[config.mk]
export PLATFORM = sky130hd
export DESIGN_NAME = sccb_cmd_queue
export DESIGN_NICKNAME = d
export VERILOG_FILES = /design/src/rtl/sccb_pkg.sv /design/src/rtl/sccb_cmd_fifo.sv /design/src/rtl/sccb_cmd_queue.sv
export SDC_FILE = /design/constraint.sdc
export NUM_CORES = 1
export LEC_CHECK = 0
export BUFFER_PORTS_ARGS = -buffer_cell sky130_fd_sc_hd__clkbuf_2
export CORE_MARGIN = 2
export CORE_UTILIZATION = 65
export CTS_BUF_LIST = sky130_fd_sc_hd__clkbuf_4 sky130_fd_sc_hd__clkbuf_8
export DETAILED_ROUTE_END_ITERATION = 7
export GPL_TIMING_DRIVEN = 0
export PLACE_DENSITY = 0.95
export SLEW_MARGIN = 20
export SYNTH_ARGS = -nofsm -noshare
export SYNTH_HDL_FRONTEND = slang
export SYNTH_SLANG_ARGS = --single-unit
[constraint.sdc]
create_clock -name clk25 -period 5.1 [get_ports clk25]
set_input_delay 0.51 -clock clk25 [delete_from_list [all_inputs] [get_ports clk25]]
set_output_delay 0.51 -clock clk25 [all_outputs]
set_load 0.03 [all_outputs]
[src/rtl/sccb_pkg.sv]
// Shared types for the SCCB host command path: the FSM state encoding and the
// 17-bit command word {we, addr, data} that any host bridge hands to the queue.
package sccb_pkg;

  typedef enum logic [1:0] {
    S_IDLE      = 2'd0,
    S_ISSUE     = 2'd1,
    S_WAIT_DONE = 2'd2,
    S_RELEASE   = 2'd3
  } sccb_state_e;

  localparam int CMD_W = 17;

  typedef struct packed {
    logic       we;
    logic [7:0] addr;
    logic [7:0] data;
  } sccb_cmd_t;

  function automatic sccb_cmd_t pack_cmd(input logic we, input logic [7:0] addr,
                                         input logic [7:0] data);
    sccb_cmd_t c;
    c.we   = we;
    c.addr = addr;
    c.data = data;
    return c;
  endfunction

endpackage

[src/rtl/sccb_cmd_fifo.sv]
// Synchronous command FIFO with first-word-fall-through head; push into a full
// FIFO or pop from an empty one is ignored.
module sccb_cmd_fifo
  import sccb_pkg::*;
#(
  parameter int DEPTH = 4,
  localparam int AW = $clog2(DEPTH)
) (
  input  logic      clk25,
  input  logic      RESET,
  input  logic      i_push,
  input  sccb_cmd_t i_data,
  input  logic      i_pop,
  output sccb_cmd_t o_head,
  output logic      o_full,
  output logic      o_empty,
  output logic [AW:0] o_count
);

  sccb_cmd_t     r_mem [DEPTH];
  logic [AW-1:0] r_wptr, r_rptr;
  logic [AW:0]   r_count;
  logic          w_do_push, w_do_pop;

  assign o_full    = (r_count == (AW+1)'(DEPTH));
  assign o_empty   = (r_count == '0);
  assign o_count   = r_count;
  assign o_head    = r_mem[r_rptr];
  assign w_do_push = i_push & ~o_full;
  assign w_do_pop  = i_pop & ~o_empty;

  // Storage carries no reset so it can map onto distributed RAM.
  always_ff @(posedge clk25) begin
    if (w_do_push) r_mem[r_wptr] <= i_data;
  end

  always_ff @(posedge clk25) begin
    if (RESET) begin
      r_wptr  <= '0;
      r_rptr  <= '0;
      r_count <= '0;
    end else begin
      if (w_do_push) r_wptr <= r_wptr + 1'b1;
      if (w_do_pop)  r_rptr <= r_rptr + 1'b1;
      case ({w_do_push, w_do_pop})
        2'b10:   r_count <= r_count + 1'b1;
        2'b01:   r_count <= r_count - 1'b1;
        default: r_count <= r_count;
      endcase
    end
  end

endmodule

[src/rtl/sccb_cmd_queue.sv]
// Host command front end for sccb_ctrl: queues register read/write commands and
// issues them one at a time over rreq/wreq, returning one response per command.
module sccb_cmd_queue
  import sccb_pkg::*;
#(
  parameter int DEPTH   = 4,
  parameter int GUARD   = 4,
  parameter int TIMEOUT = 1048576
) (
  input  logic       clk25,
  input  logic       RESET,
  input  logic       cmd_valid,
  output logic       cmd_ready,
  input  logic       cmd_we,
  input  logic [7:0] cmd_addr,
  input  logic [7:0] cmd_wdata,
  output logic       rsp_valid,
  output logic       rsp_we,
  output logic [7:0] rsp_addr,
  output logic [7:0] rsp_rdata,
  output logic       rsp_err,
  output logic       busy,
  input  logic       init_done,
  input  logic       com_done,
  input  logic [7:0] data_read,
  output logic       rreq,
  output logic       wreq,
  output logic [7:0] addr_rw,
  output logic [7:0] data_write
);

  localparam int AW = $clog2(DEPTH);
  localparam int GW = $clog2(GUARD);
  localparam int TW = $clog2(TIMEOUT);
  // WAIT_DONE is entered so that com_done is first sampled GUARD edges after launch.
  localparam logic [GW-1:0] GUARD_LAST = GW'(GUARD - 2);
  localparam logic [TW-1:0] TMO_MAX    = TW'(TIMEOUT - 1);

  sccb_state_e   r_state, w_state_nxt;
  sccb_cmd_t     w_cmd_in, w_head;
  logic          w_full, w_empty, w_push, w_pop;
  logic [AW:0]   w_count, w_count_nxt;
  logic          w_launch, w_ok, w_abort, w_busy_nxt;

  logic [GW-1:0] r_guard;
  logic [TW-1:0] r_tmo;
  logic          r_we, r_rreq, r_wreq, r_busy;
  logic [7:0]    r_addr_rw, r_data_write;
  logic          r_rsp_valid, r_rsp_we, r_rsp_err;
  logic [7:0]    r_rsp_addr, r_rsp_rdata;

  assign w_cmd_in  = pack_cmd(cmd_we, cmd_addr, cmd_wdata);
  assign cmd_ready = ~w_full;
  assign w_push    = cmd_valid & ~w_full;
  assign w_pop     = w_launch;

  sccb_cmd_fifo #(.DEPTH(DEPTH)) u_fifo (
    .clk25   (clk25),
    .RESET   (RESET),
    .i_push  (w_push),
    .i_data  (w_cmd_in),
    .i_pop   (w_pop),
    .o_head  (w_head),
    .o_full  (w_full),
    .o_empty (w_empty),
    .o_count (w_count)
  );

  always_ff @(posedge clk25) begin
    if (RESET) r_state <= S_IDLE;
    else       r_state <= w_state_nxt;
  end

  always_comb begin
    w_state_nxt = r_state;
    w_launch    = 1'b0;
    w_ok        = 1'b0;
    w_abort     = 1'b0;
    case (r_state)
      S_IDLE: if (!w_empty && init_done) begin
        w_launch    = 1'b1;
        w_state_nxt = S_ISSUE;
      end
      S_ISSUE: if (r_guard == GUARD_LAST) w_state_nxt = S_WAIT_DONE;
      S_WAIT_DONE: begin
        if (com_done) begin
          w_ok        = 1'b1;
          w_state_nxt = S_RELEASE;
        end else if (r_tmo == TMO_MAX) begin
          w_abort     = 1'b1;
          w_state_nxt = S_RELEASE;
        end
      end
      // Hold off until sccb_ctrl drops com_done so a stale done cannot end the next command.
      S_RELEASE: if (!com_done) w_state_nxt = S_IDLE;
      default: w_state_nxt = S_IDLE;
    endcase
  end

  assign w_count_nxt = w_count + (AW+1)'(w_push) - (AW+1)'(w_pop);
  assign w_busy_nxt  = (w_count_nxt != '0) || (w_state_nxt != S_IDLE);

  always_ff @(posedge clk25) begin
    if (RESET) begin
      r_guard      <= '0;
      r_tmo        <= '0;
      r_we         <= 1'b0;
      r_rreq       <= 1'b0;
      r_wreq       <= 1'b0;
      r_addr_rw    <= '0;
      r_data_write <= '0;
      r_rsp_valid  <= 1'b0;
      r_rsp_we     <= 1'b0;
      r_rsp_addr   <= '0;
      r_rsp_rdata  <= '0;
      r_rsp_err    <= 1'b0;
      r_busy       <= 1'b0;
    end else begin
      r_rsp_valid <= 1'b0;
      r_busy      <= w_busy_nxt;
      if (w_launch) begin
        r_addr_rw    <= w_head.addr;
        r_data_write <= w_head.data;
        r_we         <= w_head.we;
        r_rreq       <= ~w_head.we;
        r_wreq       <= w_head.we;
        r_guard      <= '0;
        r_tmo        <= '0;
      end else if (r_state == S_ISSUE || r_state == S_WAIT_DONE) begin
        if (r_state == S_ISSUE) r_guard <= r_guard + 1'b1;
        if (r_tmo != TMO_MAX)   r_tmo   <= r_tmo + 1'b1;
      end
      if (w_ok || w_abort) begin
        r_rreq      <= 1'b0;
        r_wreq      <= 1'b0;
        r_rsp_valid <= 1'b1;
        r_rsp_we    <= r_we;
        r_rsp_addr  <= r_addr_rw;
        r_rsp_rdata <= (w_ok && !r_we) ? data_read : 8'h00;
        r_rsp_err   <= w_abort;
      end
    end
  end

  assign rreq       = r_rreq;
  assign wreq       = r_wreq;
  assign addr_rw    = r_addr_rw;
  assign data_write = r_data_write;
  assign rsp_valid  = r_rsp_valid;
  assign rsp_we     = r_rsp_we;
  assign rsp_addr   = r_rsp_addr;
  assign rsp_rdata  = r_rsp_rdata;
  assign rsp_err    = r_rsp_err;
  assign busy       = r_busy;

endmodule

==> results_dict.tcl, run 1 <==
set metrics [dict create \
    status "finished, final reports clean" \
    critPathArrivalTime_ps 4070 \
    clockBufferDepth 2 \
    die_area_mm2 0.00959 \
    synth_warnings 0 \
    grt_pass1_vias 4152 \
    port_buffers 68 \
    wl_um 12900 \
    die_x_um 97.9 \
    synth-adder-area-share 0.0353 \
    yosysUniqueCellTypes 52 \
    fin_nets 589 \
    numCtsBuffers 17 \
    grt_pass1_wl_um 21100 \
    regArea_mm2 0.00348 \
    fillers 513 \
    cts_tree "yes" \
    crit_required_ps 5390 \
    ys_seq_area_frac 0.607 \
    drt-initial-drc-count 315 \
    max_freq_mhz 264 \
    slowest_stage "clkbuf_1" \
    setup_tns_ps 0 \
    coreArea_mm2 0.00864 \
    wire_per_inst_um 19.4 \
    gp_congestion 0.861 \
    drv_cap 0 \
    insertion_delay_ps 470 \
    syn_avg_cell_area_um2 12.5 \
    slew_headroom 0.371 \
    syn_area_mm2 0.00573 \
    highest_layer "met4" \
    synth-simple-area-share 0.138 \
    critPathTopFamily "buffers and inverters" \
    cp_num_buf_inv 5 \
    drtAntennaViolNets 0 \
    cts_max_level 4 \
    rsz0062_at_grt "no" \
    placed_cells 633 \
    slowest_delay_ps 470 \
    synthTopCellsByCount "72 x dfxtp_1, 68 x edfxtp_1, 62 x nand2_1, 26 x a21oi_1, 19 x nand2b_1" \
    multiInputGateArea_mm2 0.00210 \
    cts_hold_buf 0 \
    synth_xor_xnor_area_share 0.0107 \
    wl_met1_um 4920 \
    setup.worst_path.end_class "flip-flop" \
    post_cts_buffers 0 \
    synth_edf_count 68 \
    instances_no_fill 665 \
    min_path_type "input pin to flip-flop" \
    worstMarginPinSlew_ps 944 \
    ys.flop_type "dfxtp_1" \
    initial_core_util 0.664 \
    crit_path_cell_trace "inv_1 -> ha_1 -> o311ai_2 -> inv_1 -> clkbuf_1 -> clkbuf_1 -> ha_1 -> inv_1 -> ha_1 -> fa_1 -> xor2_1 -> nor2_1 -> nor4b_1 -> a41oi_1" \
    num_rows 34 \
    synth_top_area_frac 0.356 \
    regToRegSetupSlack_ps 1320 \
    cts_sinks 140 \
    grt_remaining_overflow 0 \
    ys_ff_latch 140 \
    fin_crit_sh 0.741 \
    ir_drop_uv 357 \
    synth_top_family_by_area "simple AND/OR/NAND/NOR gates" \
    synth_area_leaders "edfxtp_1 36%, dfxtp_1 25%, mux4_2 6.7%, nand2_1 4.1%, mux2i_1 3.0%" \
    skew_ps 29.0 \
    synth_compound_area_frac 0.0864 \
    synth.area.mux_share 0.0964 \
    whs_ps 255 \
    io_pins 69 \
    power_density_mw_per_mm2 471 \
    via_per_inst 6.17 \
    critical_path_class "flip-flop to flip-flop" \
    start_kind "flip-flop" \
    drc 0 \
    setup_viol 0 \
    yosys.area.top_type "edfxtp_1" \
    layout_min_cycle_time_ps 3780 \
    first_pass_iters 5 \
    drv_slew 0 \
    syn2layout_area_growth_pct 15.8 \
    finalHoldViolCount 0 \
    cts_resized 0 \
    grt_max_degree 18 \
    path_clk_slew_ps 110 \
    vias 4105 \
    worst_slack_ps 1320 \
    dp_slack_ps 1460 \
    yosysMostFrequentCell "dfxtp_1" \
    synthArstFlopShare 0 \
    die_h_um 97.9 \
    cts-root-buf "clkbuf_8" \
    worstPathMaxFanout 10 \
    met3_length_um 967 \
    synth_cells 457 \
    antenna_found_initial 0 \
    drive_gt1_frac 0.237 \
    power.leakage_nw 2.40 \
    met2WireLength_um 6700 \
    antennaDiodeCount 0 \
    synth_nets 502 \
    dp_hpwl_um 8360 \
    grt.total_usage 0.287 \
]
-- report_power, final --
group	switching, mW	internal, mW	leakage [nW]
Sequential	0.0889	1.32	1.21
Clock	0.512	0.462	0.215
Combinational	0.464	0.282	0.974
Total	1.06	2.06	2.40
-- final cells by class --
class | count | area share
buffer | 21 | 0.0134
clock buffer | 17 | 0.0352
clock inverter | 15 | 0.0292
inverter | 16 | 0.00905
multi-input combinational | 280 | 0.317
sequential | 140 | 0.525
tap | 108 | 0.0204
timing repair buffer | 68 | 0.0513
-- worst paths after layout --
| kind | start | end | depth (start not counted) |
|---|---|---|---|
| max | r_state[0] | busy | 14 |
| min | cmd_addr[7] | u_fifo.r_mem[0][15] | 1 |
| max reg2reg | r_state[0] | busy | 14 |
| min reg2reg | data_write[5] | data_write[5] | 2 |
-- layer usage --
metal  track usage  vias up
li1              -     1869
met1         0.350     1986
met2         0.484      213
met3        0.0809       37
met4         0.120        0
met5             0        -
-- logic make-up (layout without fill, tap and decap cells) --
logic type | count (synthesis) | in the layout
AO/OA/AOI/OAI | 73 | 73
XOR/XNOR | 7 | 7
adder cells (fa/ha/maj) | 15 | 15
buffers and inverters | 37 | 137
flip-flops | 140 | 140
multiplexers | 34 | 34
AND/OR/NAND/NOR | 151 | 151
-- state kept, by name (all words and copies together) (netlist names), 3 cells and up, named ones only --
name / flops
data_write: 8
r_tmo: 20
u_fifo.r_mem: 68
u_fifo.o_count: 3
addr_rw: 8
rsp_rdata: 8
rsp_addr: 8
-- worst reg2reg max path, delay by kind of cell (launching register included) --
kind	cells	cell delay, ps
XOR/XNOR	1	230
AO/OA/AOI/OAI	2	420
flip-flops	1	380
AND/OR/NAND/NOR	2	380
adder cells (fa/ha/maj)	4	1110
buffers and inverters	5	1110
-- placed cells by master, fill, tap and decap left out, types with 3 or more instances in the layout --
| cell | count |
|---|---|
| a211oi_1 | 6 |
| a21oi_1 | 26 |
| a22o_1 | 8 |
| a31oi_1 | 6 |
| and2_1 | 3 |
| and3_1 | 6 |
| and4_1 | 5 |
| buf_2 | 5 |
| clkbuf_1 | 14 |
| clkbuf_2 | 68 |
| clkbuf_8 | 17 |
| dfxtp_1 | 72 |
| edfxtp_1 | 68 |
| ha_1 | 13 |
| inv_1 | 16 |
| inv_6 | 5 |
| inv_8 | 4 |
| mux2i_1 | 17 |
| mux4_2 | 17 |
| nand2_1 | 62 |
| nand2b_1 | 19 |
| nand3_1 | 4 |
| nand3_2 | 3 |
| nand4_1 | 3 |
| nor2_1 | 15 |
| nor3_1 | 5 |
| o21ai_0 | 9 |
| o311ai_0 | 3 |
| o41ai_1 | 4 |
| or3_1 | 11 |
| or4_1 | 3 |
| xnor2_1 | 3 |
| xor2_1 | 4 |
-- through the flow --
step                       util  power (mW)  cell area, µm²
after floorplan               -        1.93            5730
after global placement    0.719        2.10            6210
after detailed placement  0.719        2.16            6210
after CTS                 0.769        3.13            6640
after global routing      0.769        3.25            6640
final                     0.769        3.13            6640
Power figures use the tool's default switching activity.
==> run 2, diff against run 1 <==
--- a/config.mk
+++ b/config.mk
@@ -5,13 +5,14 @@
 export SDC_FILE = /design/constraint.sdc
 export NUM_CORES = 1
 export LEC_CHECK = 0
+export ABC_AREA = 1
 export BUFFER_PORTS_ARGS = -buffer_cell sky130_fd_sc_hd__clkbuf_2
 export CORE_MARGIN = 2
-export CORE_UTILIZATION = 65
+export CORE_UTILIZATION = 54
 export CTS_BUF_LIST = sky130_fd_sc_hd__clkbuf_4 sky130_fd_sc_hd__clkbuf_8
 export DETAILED_ROUTE_END_ITERATION = 7
 export GPL_TIMING_DRIVEN = 0
-export PLACE_DENSITY = 0.95
+export PLACE_DENSITY = 0.87
 export SLEW_MARGIN = 20
 export SYNTH_ARGS = -nofsm -noshare
 export SYNTH_HDL_FRONTEND = slang
==> constraint.sdc (replaced) <==
create_clock -name clk25 -period 3.35 [get_ports clk25]
set_input_delay 0.335 -clock clk25 [delete_from_list [all_inputs] [get_ports clk25]]
set_output_delay 0.335 -clock clk25 [all_outputs]
set_load 0.03 [all_outputs]
==> results_dict.tcl, run 2 <==
set metrics [dict create \
    status "finished, final reports clean" \
    coreArea_mm2 0.0108 \
    gp_congestion 0.874 \
    drtAntennaViolNets 0 \
    grt_remaining_overflow 0 \
    min_path_type "input pin to flip-flop" \
    insertion_delay_ps 470 \
    worstMarginPinSlew_ps 592 \
    numCtsBuffers 17 \
    ys_seq_area_frac 0.580 \
    rsz0062_at_grt "no" \
    yosys.area.top_type "edfxtp_1" \
    die_h_um 109 \
    worstPathMaxFanout 10 \
    cp_num_buf_inv 5 \
    critical_path_class "flip-flop to flip-flop" \
    largest_reg_flops 68 \
    fillers 807 \
    wl_um 13700 \
    slowest_stage "fa_1" \
    whs_path_depth 1 \
    ys_ff_latch 140 \
    max_freq_mhz 365 \
    synthTopCellsByCount "114 x nand2_1, 86 x nor2_1, 72 x dfxtp_1, 68 x edfxtp_1, 51 x o21ai_0" \
    dp_hpwl_um 9910 \
    fin_nets 748 \
    syn2layout_area_growth_pct 16.7 \
    endpoint "busy" \
    drc 0 \
    crit_required_ps 3720 \
    drv_slew 0 \
    skew_ps 14.6 \
    antennaDiodeCount 0 \
    io_pins 69 \
    cts_max_level 4 \
    clockBufferDepth 2 \
    setup.worst_path.end_class "flip-flop" \
    slew_headroom 0.605 \
    largest_register "u_fifo.r_mem" \
    grt_pass1_wl_um 21900 \
    layout_min_cycle_time_ps 2740 \
    crit_path_cell_trace "inv_1 -> ha_1 -> inv_1 -> nor2_2 -> buf_2 -> ha_1 -> inv_1 -> ha_1 -> fa_1 -> nor2_1 -> nand2_1 -> o21ai_0 -> nand2_1 -> inv_1 -> nand2_1" \
    ys.flop_type "dfxtp_1" \
    port_buffers 68 \
    critPathTopFamily "adder cells" \
    setup_viol 0 \
    synth_top_area_frac 0.340 \
    grt_max_degree 17 \
    drive_gt1_frac 0.216 \
    largestRegisters "u_fifo.r_mem x68, r_tmo x20" \
    wire_per_inst_um 16.1 \
    synth_edf_count 68 \
    via_per_inst 5.47 \
    fin_crit_sh 0.817 \
    ir_drop_uv 496 \
    setup_tns_ps 0 \
    finalCoreUtilization 0.646 \
    synth_warnings 0 \
    final_common_cell "nand2_1" \
    cp.depth 15 \
    crit_top_cell "inv_1" \
    syn_avg_cell_area_um2 9.81 \
    power.leakage_nw 2.79 \
    yosysUniqueCellTypes 35 \
    synth_area_leaders "edfxtp_1 34%, dfxtp_1 24%, nand2_1 7.1%, nor2_1 5.4%, o21ai_0 4.3%" \
    path_clk_slew_ps 90 \
    power_density_mw_per_mm2 695 \
    yosysMostFrequentCell "nand2_1" \
    drv_cap 0 \
    r2r_end "busy" \
    initial_core_util 0.554 \
    cts_sinks 140 \
    startpoint "r_state[0]" \
    num_rows 38 \
    cts_hold_buf 0 \
    die_area_mm2 0.0120 \
    cts-root-buf "clkbuf_8" \
    r2r-start "r_state[0]" \
    post_cts_buffers 0 \
    die_x_um 109 \
    reg2reg_depth 15 \
    start_kind "flip-flop" \
    synthArstFlopShare 0 \
    grt.total_usage 0.243 \
    synth_nets 657 \
    finalHoldViolCount 0 \
    syn_area_mm2 0.00600 \
    critPathArrivalTime_ps 3100 \
    vias 4682 \
    regToRegSetupSlack_ps 610 \
    cts_resized 0 \
    finalPower_mw 4.87 \
    grt_pass1_vias 4703 \
    first_pass_iters 5 \
    drt-initial-drc-count 323 \
    synth_cells 612 \
    antenna_found_initial 0 \
    cts_tree "yes" \
    slowest_delay_ps 430 \
    final_cell_mix "114 x nand2_1, 82 x nor2_1, 72 x dfxtp_1, 68 x clkbuf_2, 68 x edfxtp_1" \
]
==> run 2: changes by cell type after synthesis, moves of 8 or more <==
cell      before  now
a21oi_2        0   10
a22o_1         8    0
inv_1         16   31
mux4_2        17    0
nand2_1       62  114
nand2b_1      19    0
nand3_1        4   35
nor2_1        15   86
o21ai_0        9   51
o22ai_1        1   17
or3_1         11    0
==> run 2: worst reg2reg max path: stages (launching register included) <==
cell,delay (ps)
dfxtp_1,350
inv_1,120
ha_1,230
inv_1,100
nor2_2,220
buf_2,250
ha_1,260
inv_1,60
ha_1,180
fa_1,430
nor2_1,110
nand2_1,50
o21ai_0,130
nand2_1,70
inv_1,50
nand2_1,40
==> run 2: final cells by class <==
cell class | count | area [µm²] | share of cell area
Buffer | 22 | 120 | 0.0171
Clock buffer | 17 | 234 | 0.0334
Clock inverter | 15 | 196 | 0.0280
Inverter | 39 | 146 | 0.0209
Multi-Input combinational cell | 411 | 2260 | 0.323
Sequential cell | 140 | 3480 | 0.497
Tap cell | 140 | 175 | 0.0250
Timing Repair Buffer | 72 | 385 | 0.0550
==> run 2: cells by family (layout without fill, tap and decap cells) <==
group,count (synthesis),in the layout,share of synthesized area
AO/OA/AOI/OAI,103,103,0.0984
XOR/XNOR,12,12,0.0175
adder cells (fa/ha/maj),15,15,0.0338
buffers and inverters,61,165,0.0444
flip-flops,140,140,0.580
multiplexers,16,16,0.0267
AND/OR/NAND/NOR,265,265,0.199
==> run 2: how the worst min path moves through the flow <==
stage          slack [ps]        start                  end
4_1_cts                70  cmd_addr[2]  u_fifo.r_mem[1][10]
2_1_floorplan         410        RESET            rsp_valid
3_5_place_dp          460  rsp_addr[5]          rsp_addr[5]
5_1_grt                70  cmd_addr[5]  u_fifo.r_mem[0][13]
3_3_place_gp          450   r_guard[0]           r_guard[0]
6_report               80  cmd_addr[2]  u_fifo.r_mem[1][10]
==> run 2: power by group <==
part	total (mW)	internal [mW]	switching, mW
sequential	2.14	2.01	0.130
combinational	1.26	0.399	0.864
clock	1.46	0.704	0.760
==> run 2: metal layers <==
layer	GRT usage	wire, µm
met1	0.273	5390
met2	0.429	7170
met4	0.129	386
met5	0	0
met3	0.0528	795
==> run 2: through the flow <==
step                      worst slack (ps)  hold WS (ps)  cells  cell area [µm²]
after floorplan                        858           406    612             6000
after global placement                 693           446    820             6520
after detailed placement               645           460    824             6570
after CTS                              610          74.7    856             7000
after global routing                   327          69.1    856             7000
final                                  614          84.3    856             7000
==> run 3, diff against run 2 <==
==> constraint.sdc (replaced) <==
create_clock -name clk25 -period 2.3 [get_ports clk25]
set_input_delay 0.23 -clock clk25 [delete_from_list [all_inputs] [get_ports clk25]]
set_output_delay 0.23 -clock clk25 [all_outputs]
set_load 0.03 [all_outputs]
==> results_dict.tcl, run 3 (synthesis results as in run 2) <==
set metrics [dict create \
    grt_max_degree 17 \
    via_per_inst 5.43 \
    power.leakage_nw 2.91 \
    regToRegSetupSlack_ps 30 \
    syn2layout_area_growth_pct 22.3 \
    coreArea_mm2 0.0108 \
    numCtsBuffers 17 \
    insertion_delay_ps 450 \
    rsz0062_at_grt "yes" \
    largestRegisters "u_fifo.r_mem x68, r_tmo x20" \
    status "finished, final reports clean" \
    cts_max_level 4 \
    setup_tns_ps 0 \
    worstMarginPinSlew_ps 538 \
    grt_pass1_vias 4725 \
    regArea_mm2 0.00349 \
    layout_min_cycle_time_ps 2270 \
    cts_tree "yes" \
    max_freq_mhz 440 \
    io_pins 69 \
    initial_core_util 0.554 \
    wire_per_inst_um 16.2 \
    dp_hpwl_um 9650 \
    vias 4823 \
    worstHoldEndpoint "u_fifo.r_mem[0][9]" \
    slew_headroom 0.641 \
    crit_required_ps 2650 \
    skew_ps 9.01 \
    fillers 783 \
    setup_viol 0 \
    fin_nets 780 \
    power_density_mw_per_mm2 993 \
    gp_congestion 0.893 \
    grt_remaining_overflow 0 \
    whs_path_depth 1 \
    setup.worst_path.end_class "flip-flop" \
    critPathArrivalTime_ps 2620 \
    final_cell_mix "112 x nand2_1, 82 x nor2_1, 68 x clkbuf_2, 68 x edfxtp_1, 67 x dfxtp_1" \
    hp-start "cmd_addr[1]" \
    largest_reg_flops 68 \
    largest_register "u_fifo.r_mem" \
    die_area_mm2 0.0120 \
    first_pass_iters 5 \
    drv_slew 0 \
    drt-initial-drc-count 319 \
    antennaDiodeCount 0 \
    cts_sinks 140 \
    cts-root-buf "clkbuf_8" \
    num_rows 38 \
    die_x_um 109 \
    multiInputGateArea_mm2 0.00232 \
    drv_cap 0 \
    port_buffers 68 \
    start_kind "flip-flop" \
    drive_gt1_frac 0.251 \
    worstPathMaxFanout 4 \
    ir_drop_uv 1100 \
    finalPower_mw 7.29 \
    fin_crit_sh 0.988 \
    clockBufferDepth 2 \
    wl_um 14400 \
    critical_path_class "flip-flop to flip-flop" \
    drc 0 \
    grt_pass1_wl_um 22400 \
    reg2reg_depth 15 \
    grt.total_usage 0.247 \
    antenna_found_initial 0 \
    min_path_type "input pin to flip-flop" \
    drtAntennaViolNets 0 \
    die_h_um 109 \
    r2r-start "u_fifo.o_count[1]" \
    finalHoldViolCount 0 \
    r2r_end "busy" \
    path_clk_slew_ps 80 \
    final_common_cell "nand2_1" \
]
[run 3: cell count changes in the layout (fill, tap and decap cells not counted), sizes merged]
cell	before	now
buf	15	31
clkinvlp	0	4
dlygate4sd3	0	16
inv	46	42
[run 3: power by group]
| part | total (mW) | switching (mW) | internal (mW) | leakage [nW] |
|---|---|---|---|---|
| Sequential | 3.13 | 0.193 | 2.94 | 1.21 |
| Combinational | 2.17 | 1.38 | 0.784 | 1.51 |
| Clock | 1.99 | 1.01 | 0.980 | 0.188 |
[run 3: how the worst max path moves through the flow]
| stage | from | endpoint | slack, ps |
|---|---|---|---|
| floorplan | r_state[1] | busy | 6 |
| global placement | r_state[0] | busy | -150 |
| detailed placement | r_state[0] | busy | -220 |
| CTS | r_state[1] | busy | 5 |
| global route | u_fifo.o_count[0] | busy | -170 |
| finish | u_fifo.o_count[1] | busy | 30 |
[run 3: per-stage QoR]
| step | utilization | hold WS (ps) | setup WS [ps] | cell area, µm² | cells |
|---|---|---|---|---|---|
| after floorplan | - | 301 | 6.27 | 6030 | 612 |
| after global placement | 0.603 | 444 | -145 | 6540 | 820 |
| after detailed placement | 0.609 | 453 | -217 | 6600 | 824 |
| after CTS | 0.665 | 0.139 | 5.10 | 7210 | 878 |
| after global routing | 0.677 | 3.88 | -171 | 7340 | 888 |
| final | 0.677 | 23.1 | 27.9 | 7340 | 888 |
[run 3: critical path, cell delays in order, from the launching register on]
cell and delay, ps:
dfxtp_4 370, inv_4 70, nand3_2 90, nand2_2 90
nor2_4 50, buf_6 120, ha_4 250, inv_2 40
ha_4 150, fa_1 470, nor2_1 120, nand2_1 60
o21ai_1 140, nand2_1 70, inv_1 50, nand2_1 40
[run 3: what timing repair did]
item	CTS	global route
setup buffers	7	9
resized for setup	4	16
setup endpoints to repair	1	2
hold buffers	15	1
hold endpoints to repair	56	1
pin swaps	4	9
[run 3: layout make-up]
type                       count  share of cell area
sequential                   140               0.476
clock inverter                15              0.0223
timing repair buffer         104              0.0917
multi-input combinational    411               0.316
buffer                        22              0.0172
tap                          140              0.0239
clock buffer                  17              0.0319
inverter                      39              0.0210
[run 3: routing by layer]
layer  GRT usage  vias to the layer above  share of wire
li1            -                     2317              -
met3      0.0777                       25          0.050
met1       0.266                     2328           0.38
met5           0                        -              0
met4      0.0940                        0          0.015
met2       0.451                      153           0.55
